**src/rtl/timer_pkg.sv**
```systemverilog
// Shared types and helpers for the stopwatch / countdown timer blocks.
// Holds the FSM state encoding, the BCD digit types and the 7-segment decoder.
package timer_pkg;

    typedef enum logic [1:0] {
        IDLE = 2'd0,
        RUN  = 2'd1,
        HOLD = 2'd2,
        SAT  = 2'd3
    } state_t;

    localparam logic [7:0] SEG_BLANK = 8'hFF;
    localparam int         DIGITS    = 4;

    typedef logic [3:0]           bcd_t;
    typedef bcd_t [DIGITS-1:0]    bcd4_t;

    // Active-low {dp,g,f,e,d,c,b,a}; dp stays dark, non-decimal codes blank.
    function automatic logic [7:0] seg7_decode(input bcd_t d);
        logic [7:0] s;
        s = SEG_BLANK;
        case (d)
            4'd0: s = 8'hC0;
            4'd1: s = 8'hF9;
            4'd2: s = 8'hA4;
            4'd3: s = 8'hB0;
            4'd4: s = 8'h99;
            4'd5: s = 8'h92;
            4'd6: s = 8'h82;
            4'd7: s = 8'hF8;
            4'd8: s = 8'h80;
            4'd9: s = 8'h90;
            default: s = SEG_BLANK;
        endcase
        return s;
    endfunction

    function automatic bcd4_t bcd_inc(input bcd4_t v);
        bcd4_t r;
        logic  carry;
        r     = v;
        carry = 1'b1;
        for (int i = 0; i < DIGITS; i++) begin
            if (carry) begin
                if (v[i] == 4'd9) begin
                    r[i]  = 4'd0;
                    carry = 1'b1;
                end else begin
                    r[i]  = v[i] + 4'd1;
                    carry = 1'b0;
                end
            end
        end
        return r;
    endfunction

endpackage

```
**src/rtl/seg7_scan.sv**
```systemverilog
// Multiplexed 4-digit 7-segment driver; one digit slot every SCAN_DIV clocks.
// Outputs are registered so an and seg always change together.
module seg7_scan
    import timer_pkg::*;
#(
    parameter int SCAN_DIV = 100_000
) (
    input  logic       clk,
    input  logic       rst_n,
    input  bcd4_t      digits,
    output logic [7:0] seg,
    output logic [3:0] an
);

    localparam int SW = (SCAN_DIV > 1) ? $clog2(SCAN_DIV) : 1;

    logic [SW-1:0] scan_cnt;
    logic [1:0]    idx;
    logic          scan_wrap;

    assign scan_wrap = (scan_cnt == SW'(SCAN_DIV - 1));

    always_ff @(posedge clk or negedge rst_n) begin
        if (!rst_n) begin
            scan_cnt <= '0;
            idx      <= 2'd0;
            seg      <= SEG_BLANK;
            an       <= 4'hF;
        end else begin
            if (scan_wrap) begin
                scan_cnt <= '0;
                idx      <= idx + 2'd1;
            end else begin
                scan_cnt <= scan_cnt + SW'(1);
            end
            an  <= ~(4'b0001 << idx);
            seg <= seg7_decode(digits[idx]);
        end
    end

endmodule

```
**src/rtl/counting_up.sv**
```systemverilog
// Elapsed-seconds stopwatch: edge-detected start/stop, saturating binary+BCD
// counters and a scanned 4-digit display of the BCD value.
module counting_up
    import timer_pkg::*;
#(
    parameter int TICK_DIV  = 100_000_000,
    parameter int SCAN_DIV  = 100_000,
    parameter int MAX_COUNT = 9999
) (
    input  logic        clk,
    input  logic        rst_n,
    input  logic        start,
    input  logic        stop_in,
    input  logic        clear,
    output logic [15:0] time_out,
    output logic        running,
    output logic        done,
    output logic [7:0]  seg,
    output logic [3:0]  an
);

    localparam int TW = (TICK_DIV > 1) ? $clog2(TICK_DIV) : 1;

    state_t        state;
    logic          start_q;
    logic          stop_q;
    logic          start_edge;
    logic          stop_edge;
    logic [TW-1:0] tick_cnt;
    logic          tick_wrap;
    logic [15:0]   count;
    logic [15:0]   count_nxt;
    bcd4_t         bcd;

    assign start_edge = start & ~start_q;
    assign stop_edge  = stop_in & ~stop_q;
    assign tick_wrap  = (tick_cnt == TW'(TICK_DIV - 1));
    assign count_nxt  = count + 16'd1;
    assign time_out   = count;

    always_ff @(posedge clk or negedge rst_n) begin
        if (!rst_n) begin
            state    <= IDLE;
            start_q  <= 1'b0;
            stop_q   <= 1'b0;
            tick_cnt <= '0;
            count    <= 16'd0;
            bcd      <= '0;
            running  <= 1'b0;
            done     <= 1'b0;
        end else begin
            start_q <= start;
            stop_q  <= stop_in;
            done    <= 1'b0;
            if (clear) begin
                state    <= IDLE;
                tick_cnt <= '0;
                count    <= 16'd0;
                bcd      <= '0;
                running  <= 1'b0;
            end else begin
                unique case (state)
                    IDLE, HOLD, SAT: begin
                        if (start_edge) begin
                            state    <= RUN;
                            tick_cnt <= '0;
                            count    <= 16'd0;
                            bcd      <= '0;
                            running  <= 1'b1;
                        end
                    end
                    RUN: begin
                        // A stop in the same cycle as a tick drops that tick.
                        if (stop_edge) begin
                            state   <= HOLD;
                            done    <= 1'b1;
                            running <= 1'b0;
                        end else if (tick_wrap) begin
                            tick_cnt <= '0;
                            count    <= count_nxt;
                            bcd      <= bcd_inc(bcd);
                            if (count_nxt == 16'(MAX_COUNT)) begin
                                state   <= SAT;
                                done    <= 1'b1;
                                running <= 1'b0;
                            end
                        end else begin
                            tick_cnt <= tick_cnt + TW'(1);
                        end
                    end
                endcase
            end
        end
    end

    seg7_scan #(
        .SCAN_DIV (SCAN_DIV)
    ) u_scan (
        .clk    (clk),
        .rst_n  (rst_n),
        .digits (bcd),
        .seg    (seg),
        .an     (an)
    );

endmodule
```
**config.mk**
```make
export PLATFORM = sky130hd
export DESIGN_NAME = counting_up
export DESIGN_NICKNAME = d
export VERILOG_FILES = /design/src/rtl/timer_pkg.sv /design/src/rtl/seg7_scan.sv /design/src/rtl/counting_up.sv
export SDC_FILE = /design/constraint.sdc
export NUM_CORES = 1
export LEC_CHECK = 0
export ABC_AREA = 1
export CAP_MARGIN = 20
export CORE_MARGIN = 1
export CORE_UTILIZATION = 55
export DETAILED_ROUTE_END_ITERATION = 7
export PLACE_DENSITY = 0.75
export SLEW_MARGIN = 20
export SYNTH_ARGS = -nofsm -noshare
export SYNTH_HDL_FRONTEND = slang
export SYNTH_SLANG_ARGS = --single-unit
```
**constraint.sdc**
```tcl
create_clock -name clk -period 2.5 [get_ports clk]
set_input_delay 0.5 -clock clk [delete_from_list [all_inputs] [get_ports clk]]
set_output_delay 0.5 -clock clk [all_outputs]
set_load 0.01 [all_outputs]
```
# Word-level counts from Yosys, hierarchy flattened
# Memory sizes are Yosys's and may differ from the RTL's. A register that Yosys moved wholly into a read port is not among the register bits.
# Cells that the tools add are included.
# W data, S select, Z words.
word_totals:
  ramBits: 0
  romBits: 112
  ff_bits: 96
  elab_cells: 116
  latch_bits: 0
  memories: 1
  out_inout_bits: 30
  inputBits: 5
mem_list:
  columns: ["memory", "depth", "word_bits", "read_ports", "rd_ports_with_merged_regs", "wr", "line_no", "rtl"]
  rows:
  - ["(name not given)", 16, 7, 1, 1, 0, "timer_pkg.sv:22", "case (d)"]
op_classes:
  n_shift: 1
  magnitude_cmp: 1
  n_reduce_logical: 9
  n_bitwise: 5
  add_sub_neg: 8
  n_mux: 58
  n_eq_ne: 18
  n_div: 0
  multipliers: 0
op_table:
  columns: ["op", "n"]
  rows:
  - ["$mux W16", 7]
  - ["$mux W27", 4]
  - ["$pmux W16 S2", 2]
  - ["$pmux W27 S2", 1]
  - ["$mux W4", 8]
  - ["$add A27 B1 Y27 const B", 1]
  - ["$eq A27 B27 Y1 const B", 1]
  - ["$mux W1", 27]
  - ["$ne A3 B3 Y1 const B", 6]
  - ["$add A17 B1 Y17 const B", 1]
  - ["$eq A17 B17 Y1 const B", 1]
  - ["$mux W17", 1]
  - ["$add A16 B1 Y16 const B", 1]
  - ["$add A4 B1 Y4 const B", 4]
  - ["$eq A16 B14 Y1 const B", 1]
  - ["$eq A4 B4 Y1 const B", 4]
  - ["$reduce_and A4 Y1", 3]
  - ["$mux W2", 5]
  - ["$bmux W4 S2", 1]
  - ["$ne A4 B4 Y1 const B", 2]
  - ["$reduce_and A3 Y1", 2]
  - ["$eq A2 B2 Y1 const B", 2]
  - ["$not A4 Y4", 1]
  - ["$pmux W2 S2", 1]
  - ["other kinds (11)", 13]

# Logic depth before layout (Yosys ltp)
# Gate-level depths: netlist of run 1.
depth:
  depth_word: 21
  ltp_mapped: 14
  mapped_depth_nobuf: 14

# Cells and area by module
# A second synthesis of run 1 with hierarchy kept.
unflattened:
  cells_unflattened: 706
  area_unflattened_um2: 5574.1
modules_own_cells:
  columns: ["module", "area_each_um2", "cells_per_inst", "n_inst", "seq_area_each_um2"]
  rows:
  - ["counting_up", 3801.1, 477, 1, 1626.6]
  - ["seg7_scan", 1773.0, 229, 1, 764.5]

# Least setup slack after synthesis of run 1
# No wires, ideal clock.
synth_timing:
  path_type: "register to register"
  start: "reg count[1], in the netlist time_out[1]"
  end: "reg state[1]"
  arrival_ns: 1.690
  slack_ns: 0.692
  path_stages_with_launch: 15
  n_path_buf: 0
  t_required_ns: 2.383
  setup_time_ns: 0.117
  period_less_slack_ns: 1.808
  path_cell_list: "dfrtp_1 -> ha_1 -> inv_1 -> nor2_1 -> nand3_1 -> nand2_1 -> nand2_1 -> inv_1 -> nand2_1 -> nor2_1 -> nand3_1 -> nand3_1 -> nand2_1 -> nand2_1 -> nand2_1"
synth_between:
  elab_chain_len: 4
synth_rtl:
  columns: ["item", "line_no", "rtl"]
  rows:
  - ["start, declared", "counting_up.sv:31", "logic [15:0] count;"]
  - ["start signal, assigned", "counting_up.sv:80", "count <= count_nxt;"]
  - ["$add A16 B1 Y16", "counting_up.sv:38", "assign count_nxt = count + 16'd1;"]
  - ["$eq A16 B14 Y1", "counting_up.sv:82", "if (count_nxt == 16'(MAX_COUNT)) begin"]
  - ["$ne A4 B4 Y1 (no source line)", null, null]
  - ["$reduce_and A3 Y1 (no source line)", null, null]
  - ["end signal, assigned", "counting_up.sv:43", "state <= IDLE;"]
  - ["end signal, assigned", "counting_up.sv:56", "state <= IDLE;"]
  - ["end signal, assigned", "counting_up.sv:83", "state <= SAT;"]
  - ["end, declared", "counting_up.sv:24", "state_t state;"]
# No other way between the ends.
# A chain may end at the register's enable or synchronous reset.

# Worst setup path in the final report of run 1
layout_timing:
  start: "reg count[0], in the netlist time_out[0]"
  end: "reg running"
layout_between:
  elab_chain_len: 4
layout_rtl:
  columns: ["item", "line_no", "rtl"]
  rows:
  - ["$add A16 B1 Y16", "counting_up.sv:38", null]
  - ["$eq A16 B14 Y1", "counting_up.sv:82", null]
  - ["$ne A4 B4 Y1 (no source line)", null, null]
  - ["$reduce_and A3 Y1 (no source line)", null, null]
  - ["end signal, assigned", "counting_up.sv:49", "running <= 1'b0;"]
  - ["end signal, assigned", "counting_up.sv:77", "running <= 1'b0;"]
  - ["end signal, assigned", "counting_up.sv:85", "running <= 1'b0;"]
  - ["end, declared", "counting_up.sv:16", "output logic running,"]
# No other way between the ends.

==> run summary, run 1 <==
======================================================================================
R2R setup slack                                                                0.32 ns
Share of the synthesized area in the top cell type                               38.6%
Placement-stage cell area                                                   5940 sq um
Final GP Congestion                                                              0.904
Number of cell rows                                                                 35
Global-route usage over all layers                                               23.8%
Critical R2R Launch                                                       time_out[0]$_DFFE_PN0P_
Syn_area_per_cell                                                           7.75 sq um
Initial antenna violation count                                                      0
Clock root buffer                                                         sky130_fd_sc_hd__clkbuf_8
Most common library cell in the layout ignoring fill and taps             sky130_fd_sc_hd__nand2_1
Clock sink count                                                                    95
Maximum count of clock buffers along a single path                                   2
Net total in the final layout                                                      769
TritonCTS buffer count                                                               9
Die Area                                                                   10300 sq um
Instance count of the mapped netlist                                               703
Pwr Density                                                                570 nW/um^2
Total iterations of the first detailed-routing run                                   5
Maximum capacitance violations                                                       0
Startpoint of the worst setup timing path                                 time_out[0]$_DFFE_PN0P_
Number of buffer cells added on primary ports                                       33
Seq cells post-synth                                                                95
Max stage delay cell, worst path                                          sky130_fd_sc_hd__dfrtp_1
CTS resizes                                                                          0
Total nets after synthesis                                                         729
Kind of end point of the critical path                                       flip-flop
Post-detailed-route wirelength per cell                                        12.7 um
Slack of the critical path                                                    0.316 ns
Tot Pwr                                                                      0.00349 W
Boundary Pins                                                                       35
Ant. Diodes                                                                          0
Top cell type by total area after synthesis                               sky130_fd_sc_hd__dfrtp_1
Area delta synth->final                                                          12.6%
Kind of path behind the tightest hold check                                in -> async
Fraction of layout instances using a drive strength above 1                      8.82%
DR iter-0 viols                                                                    191
Synthesized area                                                            5450 sq um
Detail Route Antenna Nets                                                            0
Measured slew at the worst slew-check pin                                     0.524 ns
Maximum clock rate                                                             458 MHz
Floorplan core area                                                         9420 sq um
Share of synthesized registers carrying an async set or reset                     100%
Worst reg2reg path depth                                                            14
Utilization of the core after routing                                            65.2%
Critical register-to-register path endpoint                               running$_DFFE_PN0P_
Clock slew at reported path FFs                                                0.11 ns
Die boundary width                                                              102 um
Setup Slack @ Placement                                                       0.100 ns
Post-DP HPWL                                                                   8.30 mm
Crit path max-delay family                                                simple AND/OR/NAND/NOR gates
Worst Path Buf+Inv                                                                   2
Unrepaired setup endpoints after global routing                                  false
Via count of the first global-routing pass                                        4223
Pin count of the biggest net entering global routing                                56
Maximum fanout encountered on the critical timing path                               6
Skew-Pair Late Insertion Delay                                                 0.37 ns
Number of buffers inserted for hold repair after clock tree synthesis                0
Total Neg Setup Slack                                                             0 ns
Top library cells by usage in the layout, fill and taps aside             sky130_fd_sc_hd__nand2_1 (152), sky130_fd_sc_hd__inv_1 (99), sky130_fd_sc_hd__dfrtp_1 (84)
Remaining global-route overflow                                                      0
Design Area, Final                                                          6140 sq um
Clock tree from TritonCTS                                                         done
Initial cell density of the core                                                 57.9%
Critical Path Most Common Cell                                            sky130_fd_sc_hd__nand2_1
Leak pwr                                                                       2.71 nW
Endpoint required time on the critical path                                    2.76 ns
Setup violations, final                                                              0
IR drop worst, VDD                                                            0.321 mV
Worst setup SP type                                                          flip-flop
Top FF cell, synth                                                        sky130_fd_sc_hd__dfrtp_1
Worst setup path category                                                   reg -> reg
Outcome                                                                   finished, final reports clean
Biggest cell delay along the critical path                                     0.46 ns
Number of design rule violations left after detail routing                           0
CP Depth                                                                            14
Critical-path cell list                                                   ha_1, inv_1, nor2_1, nand3_1, nand2_1, nand2_1, inv_1, nand2_1, nor2_1, nand3_1, nand3_1, nand2_1, nand2_1, nand2_1
Total Wirelength                                                               11.1 mm
Level count of the clock H-tree                                                      3
Height of the chip                                                              102 um
Number of buffers added for setup after CTS                                          0
Routed via count divided by cell count                                            5.28
Data arrival, critical path                                                    2.44 ns
Remaining max-slew budget at the tightest pin                                    65.0%
Global-route wire length before repair                                         19.4 mm
Main area contributors after synthesis                                    sky130_fd_sc_hd__dfrtp_1 (39%), sky130_fd_sc_hd__nand2_1 (10%), sky130_fd_sc_hd__inv_1 (6.8%)
Final Hold Vio Count                                                                 0
Number of enable-type register cells in the synthesized netlist                      0
Tcrit/Tclk final                                                                 87.4%
Sequential area share after synthesis                                            43.9%
Final min period                                                               2.18 ns
Setup Skew                                                                   0.0163 ns
Syn. warnings                                                                        0
Number of distinct standard cells referenced by the synthesized netlist             44
Timing endpoint of the critical path                                      running$_DFFE_PN0P_
Final Slew Violations                                                                0
Vias after detailed routing                                                       4630
======================================================================================
==> per-stage QoR <==
stage                     hold slack (ns)  std cells
final                              0.0936        877
after global routing                0.113        877
after CTS                           0.107        877
after detailed placement            0.458        861
after global placement              0.441        861
after floorplan                     0.204        703
==> synth_stat cells (3+ instances only) <==
cell / n
sky130_fd_sc_hd__o22ai_1: 11
sky130_fd_sc_hd__dfstp_2: 11
sky130_fd_sc_hd__inv_2: 4
sky130_fd_sc_hd__xor2_1: 15
sky130_fd_sc_hd__buf_2: 6
sky130_fd_sc_hd__o31ai_1: 4
sky130_fd_sc_hd__nor2_1: 82
sky130_fd_sc_hd__nand2_1: 152
sky130_fd_sc_hd__ha_1: 21
sky130_fd_sc_hd__nand4_1: 20
sky130_fd_sc_hd__nor2_2: 7
sky130_fd_sc_hd__nand3_1: 49
sky130_fd_sc_hd__dfrtp_1: 84
sky130_fd_sc_hd__nand2_2: 3
sky130_fd_sc_hd__o21ai_0: 39
sky130_fd_sc_hd__nor3_1: 19
sky130_fd_sc_hd__a32oi_1: 3
sky130_fd_sc_hd__nor4_1: 4
sky130_fd_sc_hd__inv_1: 99
sky130_fd_sc_hd__nor2_4: 5
sky130_fd_sc_hd__a21oi_1: 32
==> flip-flops by register name, summed over array words and instances (netlist names) <==
name / count
tick_cnt: 27
u_scan.scan_cnt: 17
bcd: 16
time_out: 16
u_scan.seg: 7
u_scan.an: 4
state: 2
u_scan.idx: 2
done: 1
running: 1
start_q: 1
stop_q: 1
==> worst min-delay path by stage <==
| stage | start | to | cells after the start |
|---|---|---|---|
| after floorplan | rst_n | bcd[0]$_DFFE_PN0P_ | 0 |
| after global placement | u_scan.scan_cnt[0]$_DFF_PN0_ | u_scan.scan_cnt[0]$_DFF_PN0_ | 1 |
| after detailed placement | u_scan.scan_cnt[0]$_DFF_PN0_ | u_scan.scan_cnt[0]$_DFF_PN0_ | 1 |
| after CTS | rst_n | time_out[10]$_DFFE_PN0P_ | 1 |
| after global routing | rst_n | time_out[10]$_DFFE_PN0P_ | 1 |
| final | rst_n | time_out[10]$_DFFE_PN0P_ | 1 |
==> report_power, final <==
part	switching, W	internal [W]
registers	0.0000909	0.00167
clock network	0.000613	0.000393
logic	0.000454	0.000277
total	0.00116	0.00234
==> routing by layer <==
layer	vias to the layer above	part of all wire, %	GRT usage [%]
met4	0	1.6	8.58
met5	-	0	0
met1	2154	49	33.9
met3	16	3.4	3.04
met2	104	46	37.3
li1	2356	-	-
==> worst register-to-register path: stages (launching register included) <==
cell                      delay (ns)
sky130_fd_sc_hd__dfrtp_1        0.46
sky130_fd_sc_hd__ha_1           0.30
sky130_fd_sc_hd__inv_1          0.08
sky130_fd_sc_hd__nor2_1         0.25
sky130_fd_sc_hd__nand3_1        0.11
sky130_fd_sc_hd__nand2_1        0.07
sky130_fd_sc_hd__nand2_1        0.06
sky130_fd_sc_hd__inv_1          0.07
sky130_fd_sc_hd__nand2_1        0.05
sky130_fd_sc_hd__nor2_1         0.12
sky130_fd_sc_hd__nand3_1        0.14
sky130_fd_sc_hd__nand3_1        0.13
sky130_fd_sc_hd__nand2_1        0.10
sky130_fd_sc_hd__nand2_1        0.08
sky130_fd_sc_hd__nand2_1        0.05
==> final cells by class <==
type	count	area (sq um)
clock buffers	9	124
clock inverters	7	73.8
fillers	787	3280
inverters	105	394
multi-input cells	491	2590
flip-flops and latches	95	2390
well taps	129	161
repair buffers	41	400
==> logic make-up (layout without fill, tap and decap cells) <==
| group | after synthesis | after routing | synth area share [%] |
|---|---|---|---|
| AO/OA/AOI/OAI | 97 | 97 | 9.95 |
| XOR/XNOR | 17 | 17 | 2.73 |
| adder cells (fa/ha/maj) | 21 | 21 | 4.82 |
| buffers and inverters | 117 | 162 | 8.54 |
| flip-flops | 95 | 95 | 43.9 |
| multiplexers | 1 | 1 | 0.184 |
| other | 1 | 1 | 0.0688 |
| AND/OR/NAND/NOR | 354 | 354 | 29.8 |
Note: power is estimated with default switching activity, not from simulation.
==> run 2: changes to the inputs <==
Settings changed: CORE_UTILIZATION 55 to 50, PLACE_DENSITY 0.75 to 0.69.
==> run 2 against run 1 <==
Effect of this change: clock skew fell by 0.0033 ns; setup slack gained 0.088 ns; flip-flop and latch count is the same; sequential power about the same; register-to-register slack improved by 0.09 ns; count of clock-buffer cells in the layout rose by 3; final cell count up 1.3%; total power increased by 2.1%; worst hold slack got worse by 0.057 ns; critical path type unchanged; largest cell class unchanged.
==> run summary, run 2 (synthesis gave the netlist of run 1 again) <==
====================================================================================
Outcome                                                                 finished, final reports clean   unchanged
Setup Slack @ Placement                                                    0.0670 ns   was 0.100 ns
Clock tree from TritonCTS                                                       done   unchanged
Switching power share of the total                                             30.7%   was 33.1%
Vias after detailed routing                                                     4586   was 4630
Maximum count of clock buffers along a single path                                 2   unchanged
Fraction of layout instances using a drive strength above 1                    9.18%   was 8.82%
Setup Skew                                                                 0.0130 ns   was 0.0163 ns
Number of design rule violations left after detail routing                         0   unchanged
Tcrit/Tclk final                                                               83.8%   was 87.4%
Net total in the final layout                                                    773   was 769
Critical Path Most Common Cell                                          sky130_fd_sc_hd__nand2_1   unchanged
DR iter-0 viols                                                                  215   was 191
Number of buffers added for setup after CTS                                        0   unchanged
Met1 wire length                                                             5.63 mm   was 5.44 mm
Number of buffers inserted for hold repair after clock tree synthesis              0   unchanged
Power share of the combinational group                                         20.9%   about the same
Clock Power Share                                                              29.9%   was 28.8%
Global-route wire length before repair                                       20.3 mm   was 19.4 mm
Most common library cell in the layout ignoring fill and taps           sky130_fd_sc_hd__nand2_1   unchanged
Unrepaired setup endpoints after global routing                                false   unchanged
Clock sink count                                                                  95   unchanged
Largest register by flop count                                              tick_cnt   unchanged
Height of the chip                                                            106 um   was 102 um
Worst Path Buf+Inv                                                                 2   unchanged
Max stage delay cell, worst path                                        sky130_fd_sc_hd__dfrtp_1   unchanged
CTS resizes                                                                        0   unchanged
Slack of the critical path                                                  0.404 ns   was 0.316 ns
Remaining global-route overflow                                                    0   unchanged
Detail Route Antenna Nets                                                          0   unchanged
Maximum capacitance violations                                                     0   unchanged
Skew-Pair Late Insertion Delay                                               0.38 ns   was 0.37 ns
Tot Pwr                                                                    0.00357 W   was 0.00349 W
Relative contribution of sequential cells to total power                       49.2%   was 50.3%
Kind of path behind the tightest hold check                              in -> async   unchanged
Routed length on met3                                                         336 um   was 373 um
Maximum clock rate                                                           477 MHz   was 458 MHz
Initial antenna violation count                                                    0   unchanged
Net switching power of the design                                          0.00110 W   was 0.00116 W
Uppermost routed layer                                                          met4   unchanged
Final GP Congestion                                                            0.902   was 0.904
Final Hold Vio Count                                                               0   unchanged
Clock root buffer                                                       sky130_fd_sc_hd__clkbuf_8   unchanged
Ant. Diodes                                                                        0   unchanged
Post-route insts no fill                                                         888   was 877
Data arrival, critical path                                                  2.38 ns   was 2.44 ns
Level count of the clock H-tree                                                    3   unchanged
Largest registers                                                       tick_cnt (27), u_scan.scan_cnt (17)   unchanged
Critical-path cell list                                                 ha_1, inv_1, nor2_1, nand3_1, nand2_1, nand2_1, inv_1, nand2_1, nor2_1, nand3_1, nand3_1, nand2_1, nand2_1, nand2_1   unchanged
DP Cell Count                                                                    872   was 861
WHS                                                                        0.0364 ns   was 0.0936 ns
Number of buffer cells added on primary ports                                     33   unchanged
Flip-flop count of the largest register, all copies and words added               27   unchanged
Total Neg Setup Slack                                                           0 ns   unchanged
Boundary Pins                                                                     35   unchanged
Final min period                                                             2.10 ns   was 2.18 ns
Worst setup path category                                                 reg -> reg   unchanged
Via count of the first global-routing pass                                      4382   was 4223
Setup violations, final                                                            0   unchanged
Maximum fanout encountered on the critical timing path                             6   unchanged
Final Slew Violations                                                              0   unchanged
IR drop worst, VDD                                                          0.320 mV   was 0.321 mV
Int Pwr                                                                    0.00247 W   was 0.00234 W
Routed via count divided by cell count                                          5.16   was 5.28
Biggest cell delay along the critical path                                   0.44 ns   was 0.46 ns
Die boundary width                                                            106 um   was 102 um
Crit path max-delay family                                              simple AND/OR/NAND/NOR gates   unchanged
Initial cell density of the core                                               52.1%   was 57.9%
Worst setup SP type                                                        flip-flop   unchanged
Met2 layer wire length in the routed design                                  5.40 mm   was 5.11 mm
Post-detailed-route wirelength per cell                                      13.0 um   was 12.7 um
Top library cells by usage in the layout, fill and taps aside           sky130_fd_sc_hd__nand2_1 (152), sky130_fd_sc_hd__inv_1 (99), sky130_fd_sc_hd__dfrtp_1 (84)   unchanged
Kind of end point of the critical path                                     flip-flop   unchanged
Number of filler cells placed in the layout                                      953   was 787
Endpoint required time on the critical path                                  2.78 ns   was 2.76 ns
Leak pwr                                                                     2.73 nW   was 2.71 nW
Area delta synth->final                                                        13.6%   was 12.6%
Pwr Density                                                              577 nW/um^2   was 570 nW/um^2
TritonCTS buffer count                                                             9   unchanged
Post-DP HPWL                                                                 8.71 mm   was 8.30 mm
Global-route usage over all layers                                             22.3%   was 23.8%
Floorplan core area                                                      10500 sq um   was 9420 sq um
Die Area                                                                 11300 sq um   was 10300 sq um
Total iterations of the first detailed-routing run                                 5   unchanged
Clock slew at reported path FFs                                              0.10 ns   was 0.11 ns
Number of cell rows                                                               37   was 35
Pin count of the biggest net entering global routing                              44   was 56
Total Wirelength                                                             11.5 mm   was 11.1 mm
====================================================================================
==> run 2: cell types whose count changed in the layout (fill, tap and decap cells not counted) <==
| cell | delta |
|---|---|
| sky130_fd_sc_hd__clkinv_4 | -2 |
| sky130_fd_sc_hd__buf_4 | +4 |
| sky130_fd_sc_hd__clkinv_8 | -1 |
| sky130_fd_sc_hd__inv_8 | -2 |
| sky130_fd_sc_hd__bufinv_16 | +1 |
| sky130_fd_sc_hd__clkbuf_1 | +1 |
| sky130_fd_sc_hd__clkinvlp_4 | +2 |
| sky130_fd_sc_hd__clkbuf_8 | +2 |
| sky130_fd_sc_hd__inv_6 | -1 |
==> run 2: area by class of cell <==
| cell class | instances | area [sq um] | area share [%] |
|---|---|---|---|
| clock inverters | 4 | 53.8 | 0.870 |
| clock buffers | 12 | 155 | 2.51 |
| multi-input cells | 491 | 2590 | 41.9 |
| flip-flops and latches | 95 | 2390 | 38.7 |
| repair buffers | 45 | 430 | 6.96 |
| inverters | 105 | 394 | 6.37 |
| well taps | 136 | 170 | 2.75 |
==> run 2: power groups by stage <==
stage | combinational, W | sequential [W] | clock [W]
4_1_cts | 0.000753 | 0.00176 | 0.00109
2_1_floorplan | 0.000459 | 0.00179 | 0
5_1_grt | 0.000845 | 0.00177 | 0.00115
3_5_place_dp | 0.000752 | 0.00179 | 0
3_3_place_gp | 0.000727 | 0.00178 | 0
6_report | 0.000746 | 0.00176 | 0.00107
==> run 2: worst paths after layout <==
kind                                              start  cells past startpoint                      endpoint  slack (ns)
max                             time_out[1]$_DFFE_PN0P_                     14          state[0]$_DFFE_PN0P_        0.40
min                                               rst_n                      1      time_out[11]$_DFFE_PN0P_        0.04
max reg2reg                     time_out[1]$_DFFE_PN0P_                     14          state[0]$_DFFE_PN0P_        0.40
min reg2reg                u_scan.scan_cnt[0]$_DFF_PN0_                      1  u_scan.scan_cnt[0]$_DFF_PN0_        0.46
max in group asynchronous                         rst_n                      2  u_scan.scan_cnt[7]$_DFF_PN0_        1.78
min in group clk           u_scan.scan_cnt[0]$_DFF_PN0_                      1  u_scan.scan_cnt[0]$_DFF_PN0_        0.46
==> run 2: metrics by stage <==
step,area [sq um],util [%]
floorplan,5450,-
global placement,5980,57.1
detailed placement,5980,57.1
CTS,6190,59.1
global route,6190,59.1
finish,6190,59.1
==> run 2: routing by layer <==
metal  track usage [%]  vias up
met5                 0        -
met4              8.33        0
met3              2.33       13
met2              36.1       95
met1              30.8     2111
li1                  -     2367
